**src/rtl/uart_rx.sv**
```systemverilog
// rtl/uart_rx.sv - 8N1 UART receiver with mid-bit sampling, valid/ready byte output, framing and overrun flags
module uart_rx #(
    parameter int CLK_FREQ      = 48_000_000,
    parameter int UART_CLK_FREQ = 115_200,
    parameter bit RX_INVERT     = 1'b0
) (
    input  logic       CLK,
    input  logic       RST,
    input  logic       UART_RX,
    output logic [7:0] RX_DATA,
    output logic       RX_VALID,
    input  logic       RX_READY,
    output logic       RX_FRAME_ERR,
    output logic       RX_OVERRUN,
    output logic       RX_BUSY
);
    localparam int CYCLES_PER_BIT = CLK_FREQ / UART_CLK_FREQ;
    localparam int HALF_BIT       = CYCLES_PER_BIT / 2;
    localparam int CNT_W          = $clog2(CYCLES_PER_BIT) + 1;

    localparam logic [CNT_W-1:0] BIT_LAST  = CNT_W'(CYCLES_PER_BIT - 1);
    localparam logic [CNT_W-1:0] HALF_LAST = CNT_W'(HALF_BIT - 1);
    localparam logic [CNT_W-1:0] CNT_ONE   = CNT_W'(1);

    generate
        if (CYCLES_PER_BIT < 4) begin : g_baud_check
            $error("uart_rx: CLK_FREQ / UART_CLK_FREQ must be at least 4");
        end
    endgenerate

    typedef enum logic [2:0] {
        S_IDLE,
        S_START,
        S_DATA,
        S_STOP,
        S_BREAK
    } state_t;

    state_t           state;
    logic [CNT_W-1:0] cnt;
    logic [2:0]       idx;
    logic [7:0]       shreg;
    logic             rx_meta;
    logic             rx_sync;
    logic             rx_s;

    assign rx_s = rx_sync ^ RX_INVERT;

    always_ff @(posedge CLK or posedge RST) begin
        if (RST) begin
            rx_meta      <= 1'b1;
            rx_sync      <= 1'b1;
            state        <= S_IDLE;
            cnt          <= '0;
            idx          <= '0;
            shreg        <= '0;
            RX_DATA      <= 8'h00;
            RX_VALID     <= 1'b0;
            RX_FRAME_ERR <= 1'b0;
            RX_OVERRUN   <= 1'b0;
            RX_BUSY      <= 1'b0;
        end else begin
            rx_meta      <= UART_RX;
            rx_sync      <= rx_meta;
            RX_FRAME_ERR <= 1'b0;
            RX_OVERRUN   <= 1'b0;
            // A consumed byte drops valid; a delivery in the same cycle re-raises it below.
            if (RX_VALID && RX_READY) begin
                RX_VALID <= 1'b0;
            end

            case (state)
                S_IDLE: begin
                    cnt <= '0;
                    if (!rx_s) begin
                        state   <= S_START;
                        RX_BUSY <= 1'b1;
                    end
                end
                S_START: begin
                    if (cnt == HALF_LAST) begin
                        cnt <= '0;
                        idx <= '0;
                        if (!rx_s) begin
                            state <= S_DATA;
                        end else begin
                            state   <= S_IDLE;
                            RX_BUSY <= 1'b0;
                        end
                    end else begin
                        cnt <= cnt + CNT_ONE;
                    end
                end
                S_DATA: begin
                    if (cnt == BIT_LAST) begin
                        cnt   <= '0;
                        shreg <= {rx_s, shreg[7:1]};
                        if (idx == 3'd7) begin
                            state <= S_STOP;
                        end else begin
                            idx <= idx + 3'd1;
                        end
                    end else begin
                        cnt <= cnt + CNT_ONE;
                    end
                end
                S_STOP: begin
                    if (cnt == BIT_LAST) begin
                        cnt <= '0;
                        if (rx_s) begin
                            state   <= S_IDLE;
                            RX_BUSY <= 1'b0;
                            if (!RX_VALID || RX_READY) begin
                                RX_DATA  <= shreg;
                                RX_VALID <= 1'b1;
                            end else begin
                                RX_OVERRUN <= 1'b1;
                            end
                        end else begin
                            state        <= S_BREAK;
                            RX_FRAME_ERR <= 1'b1;
                        end
                    end else begin
                        cnt <= cnt + CNT_ONE;
                    end
                end
                S_BREAK: begin
                    // Held-low line reports one framing error, then waits for idle.
                    cnt <= '0;
                    if (rx_s) begin
                        state   <= S_IDLE;
                        RX_BUSY <= 1'b0;
                    end
                end
                default: begin
                    state   <= S_IDLE;
                    cnt     <= '0;
                    RX_BUSY <= 1'b0;
                end
            endcase
        end
    end
endmodule
```
**config.mk**
```make
export PLATFORM = sky130hd
export DESIGN_NAME = uart_rx
export DESIGN_NICKNAME = d
export VERILOG_FILES = /design/src/rtl/uart_rx.sv
export SDC_FILE = /design/constraint.sdc
export NUM_CORES = 1
export LEC_CHECK = 0
export CAP_MARGIN = 25
export CELL_PAD_IN_SITES_DETAIL_PLACEMENT = 1
export CELL_PAD_IN_SITES_GLOBAL_PLACEMENT = 1
export CORE_UTILIZATION = 49
export DETAILED_ROUTE_END_ITERATION = 6
export GPL_ROUTABILITY_DRIVEN = 0
export PLACE_DENSITY_LB_ADDON = 0.2
export SETUP_SLACK_MARGIN = 0.2
export SLEW_MARGIN = 10
export SYNTH_ARGS = -nofsm -noshare
export SYNTH_HDL_FRONTEND = slang
export SYNTH_SLANG_ARGS = --single-unit
```
**constraint.sdc**
```tcl
create_clock -name CLK -period 3.81 [get_ports CLK]
set_input_delay 0.762 -clock CLK [delete_from_list [all_inputs] [get_ports CLK]]
set_output_delay 0.762 -clock CLK [all_outputs]
set_load 0.01 [all_outputs]
```
=== After elaboration in Yosys (flattened, before gate mapping) ===
Cells that the tools add are included.

* Flip-flop bits (word level): 38
* Output and inout bits: 12
* Logic and storage cells: 72

* Add/sub/neg operators: 2
* Equal/unequal tests: 14
* Muxes and demuxes: 33
* Bitwise gates (word level): 1
* Reductions and logical operators: 11

{| class="wikitable"
|+ Operators with widths
! operator !! count
|-
| $mux W3 || 10
|-
| $mux W10 || 2
|-
| $pmux W10 S2 || 1
|-
| $mux W1 || 16
|-
| $pmux W3 S5 || 1
|-
| $ne A2 B2 Y1 const B || 7
|-
| $reduce_and A4 Y1 || 3
|-
| $add A10 B1 Y10 const B || 1
|-
| $eq A10 B8 Y1 const B || 1
|-
| $eq A10 B9 Y1 const B || 1
|-
| $eq A3 B2 Y1 const B || 2
|-
| $eq A3 B3 Y1 const B || 2
|-
| $pmux W3 S2 || 1
|-
| $reduce_and A6 Y1 || 1
|-
| $pmux W1 S5 || 1
|-
| $add A3 B1 Y3 const B || 1
|-
| $eq A3 B1 Y1 const B || 1
|-
| $logic_not A3 Y1 || 1
|-
| $mux W2 || 1
|-
| $reduce_and A2 Y1 || 1
|-
| $reduce_bool A2 Y1 || 1
|-
| $reduce_or A2 Y1 || 1
|-
| $logic_and A1 B1 Y1 || 1
|-
| $logic_not A1 Y1 || 1
|-
| 2 further kinds || 2
|}

=== Logic depth before layout (Yosys ltp) ===
* Word-level depth: 6
* Depth in mapped cells: 6
* Gate-level depth less buffers: 5

=== Least setup slack after synthesis ===
Ideal clock, no wire load.

* Path type: register to register
* Start point: reg cnt[0]
* End point: reg idx[1]
* Library setup time: 0.125 ns
* Arrival time: 1.923 ns
* Data required time: 3.685 ns
* Slack: 1.762 ns
* Cell stages (with the launch flop): 7
* Path buffers: 1
* Clock period less this slack: 2.048 ns
* Cells stage by stage: dfrtp_1 ha_1 nand4_1 or4_1 buf_6 nor3_4 mux2_2

* Cells in the longest elaborated chain, start to end: 3
* Elaborated cells between the ends (all ways): 5
* Classes of those cells: 4 x eq/ne; 1 x reduce/logical

{| class="wikitable"
|+ Ends and longest elaborated chain
! element !! line !! source
|-
| start, declared || 40 || <nowiki>logic [CNT_W-1:0] cnt;</nowiki>
|-
| start signal, assigned || 91 || <nowiki>cnt <= cnt + CNT_ONE;</nowiki>
|-
| start signal, assigned || 104 || <nowiki>cnt <= cnt + CNT_ONE;</nowiki>
|-
| start signal, assigned || 124 || <nowiki>cnt <= cnt + CNT_ONE;</nowiki>
|-
| $eq A10 B9 Y1 or $eq A10 B8 Y1 (tied branches) || 95, 81 ||
|-
| $ne A2 B2 Y1 (no source line) || -- ||
|-
| $reduce_and A4 Y1 (no source line) * || -- ||
|-
| end signal, assigned || 101 || <nowiki>idx <= idx + 3'd1;</nowiki>
|-
| end, declared || 41 || <nowiki>logic [2:0] idx;</nowiki>
|}

Every way passes the cells marked *; elsewhere a longest branch is shown, timed or not.
A chain may end at the register's enable or synchronous reset.

=== Worst setup path in the final report ===
* Start point: reg cnt[0]
* End point: reg idx[2]

The elaborated chain is that of the path after synthesis.

==> run summary <==
vias per cell -> 5.41
cell area after layout -> 0.00200 mm²
CTS root buffer -> clkbuf_4
fmax -> 433 MHz
buffers and inverters on the worst path -> 0
final-report hold violation count -> 0
reg2reg path depth -> 5
PortBufs -> 15
Slew HR -> 63.5%
critical path endpoint category -> flip-flop
core area -> 0.00334 mm²
Cells after Synth -> 135
Post-synth EDFFs -> 0
status -> complete, no violations
WL per Instance -> 17.1 µm
I/O pin count -> 16
Maximum Capacitance Violations -> 0
R2R Path End -> idx[2]
Detail Placement HPWL -> 2350 µm
final hold slack -> 375 ps
Starting Density -> 50.9%
setup violators final -> 0
Pleak -> 0.929 nW
R2R setup slack -> 1500 ps
vias in the first global route -> 1180
Overflow after GRT -> 0
Max IR drop VDD -> 0.250 mV
Syn Area/Cell -> 12.6 µm²
dpl ws -> 1490 ps
first-pass GRT wire length -> 5520 µm
sink count of the clock tree -> 38
via count -> 1092
crit-path max FO -> 5
Main synth FF type -> dfrtp_1
Startpoint Class -> flip-flop
Hold Crit Class -> reg -> reg
TritonCTS Buffers -> 5
nets@finish -> 162
DRC viols -> 0
Area after DPL -> 0.00190 mm²
delay-heaviest family, CP -> simple AND/OR/NAND/NOR gates
Total Wirelength -> 3460 µm
share of layout cells above drive strength 1 -> 21.8%
Worst R2R Start -> cnt[0]
Slew @ Worst Pin -> 542 ps
syn_nets -> 142
Yosys warning total -> 0
period utilization -> 60.6%
Setup Skew -> 16.6 ps
Distinct cells, synth -> 38
diode count -> 0
power per cell area -> 386 mW/mm²
Max Slew Vio Count -> 0
area of the die -> 0.00371 mm²
Longest Clk Path Bufs -> 2
final core occ -> 60.0%
fin cells -> 202
Total GRT Usage -> 21.2%
Final ANT Viol Nets -> 0
Post-synth ARST share -> 100%
area delta synth->final -> 17.8%
TNS Setup -> 0 ps
worst skew pair latency -> 350 ps
hold_buf cts -> 0
clock transition at the registers of the reported paths -> 120 ps
DRT iter0 DRCs -> 43
most frequent cells in the layout -> dfrtp_1, mux2_2, nor2_1, clkdlybuf4s50_1, nand2_1
CTS resizes -> 0
CTS tree -> done
post-CTS setup repair buffer count -> 0
WS Path Type -> reg -> reg
fin crit period -> 2310 ps
largest net degree at the start of global routing -> 39
sequential fraction of the synthesis area -> 56.1%
worst path cell trace -> ha_1 -> nand4_1 -> or4_1 -> nor3_4 -> mux2_2
Power Total -> 772 µW
initial antenna violation count -> 0
commonest non-fill, non-tap cell in the layout -> dfrtp_1
CP max stage delay -> 760 ps
critical path startpoint -> cnt[0]
htree depth -> 2
Die X -> 60.9 µm
critical path capture point -> idx[2]
Netlist Area Pre-Place -> 0.00170 mm²
Worst path slowest cell -> or4_1
Req. time, crit path -> 4050 ps
1st-pass router iterations -> 4
Die Ht -> 60.9 µm
placed instance count -> 194
final setup margin -> 1500 ps
synthesis-stage register bit count -> 38
row count -> 21
CP Depth -> 5
CP arrival -> 2540 ps
unrepaired setup endpoints after global routing -> no
==> layout make-up <==
type | instances | area [µm²]
clock buffers | 5 | 37.5
clock inverters | 3 | 68.8
fillers | 358 | 1340
inverters | 2 | 7.51
multi-input cells | 92 | 719
flip-flops and latches | 38 | 953
well taps | 46 | 57.6
repair buffers | 16 | 158
==> state kept, by name, indices dropped and copies added, names as in the netlist <==
signal        flops
cnt              10
RX_DATA           8
shreg             8
idx               3
state             3
RX_BUSY           1
RX_FRAME_ERR      1
RX_OVERRUN        1
RX_VALID          1
rx_meta           1
rx_s              1
==> where the power goes <==
part           switching, mW  internal [mW]  total [mW]
sequential           0.00165          0.405       0.407
combinational        0.00855        0.00479      0.0133
clock                  0.146          0.205       0.352
==> Yosys cell counts, types with 3 or more instances <==
library cell / count / area [µm²]
nand3_1: 3 / 15.0
nand4_1: 3 / 18.8
xor2_1: 3 / 26.3
xnor2_1: 5 / 43.8
nand2_1: 7 / 26.3
nand2b_1: 4 / 25.0
mux2_2: 18 / 203
nor2_1: 15 / 56.3
dfrtp_1: 36 / 901
ha_1: 3 / 37.5
==> layer usage <==
layer / vias up / routed length (µm) / GRT usage (%)
met2: 20 / 1790 / 37.5
met1: 547 / 1510 / 24.4
met3: 6 / 98 / 5.97
met4: 0 / 68 / 8.12
li1: 519 / - / -
met5: - / 0 / 0
==> how the worst min path moves through the flow <==
stage	start	endpoint	slack [ps]	cells past startpoint
after floorplan	rx_meta	rx_s	350	0
after global placement	rx_meta	rx_s	360	0
after detailed placement	rx_meta	rx_s	360	0
after CTS	rx_meta	rx_s	370	0
after global routing	rx_meta	rx_s	380	0
final	rx_meta	rx_s	370	0
==> logic make-up (layout without fill, tap and decap cells) <==
| logic type | after synthesis | in the layout | synth area share (%) |
|---|---|---|---|
| compound gates | 13 | 13 | 6.41 |
| buf+inv | 5 | 26 | 1.55 |
| simple gates | 48 | 48 | 16.5 |
| fa+ha+maj | 3 | 3 | 2.21 |
| xor+xnor | 8 | 8 | 4.12 |
| mux | 20 | 20 | 13.1 |
| flops | 38 | 38 | 56.1 |
No activity file was read; power rests on OpenSTA's default activity.
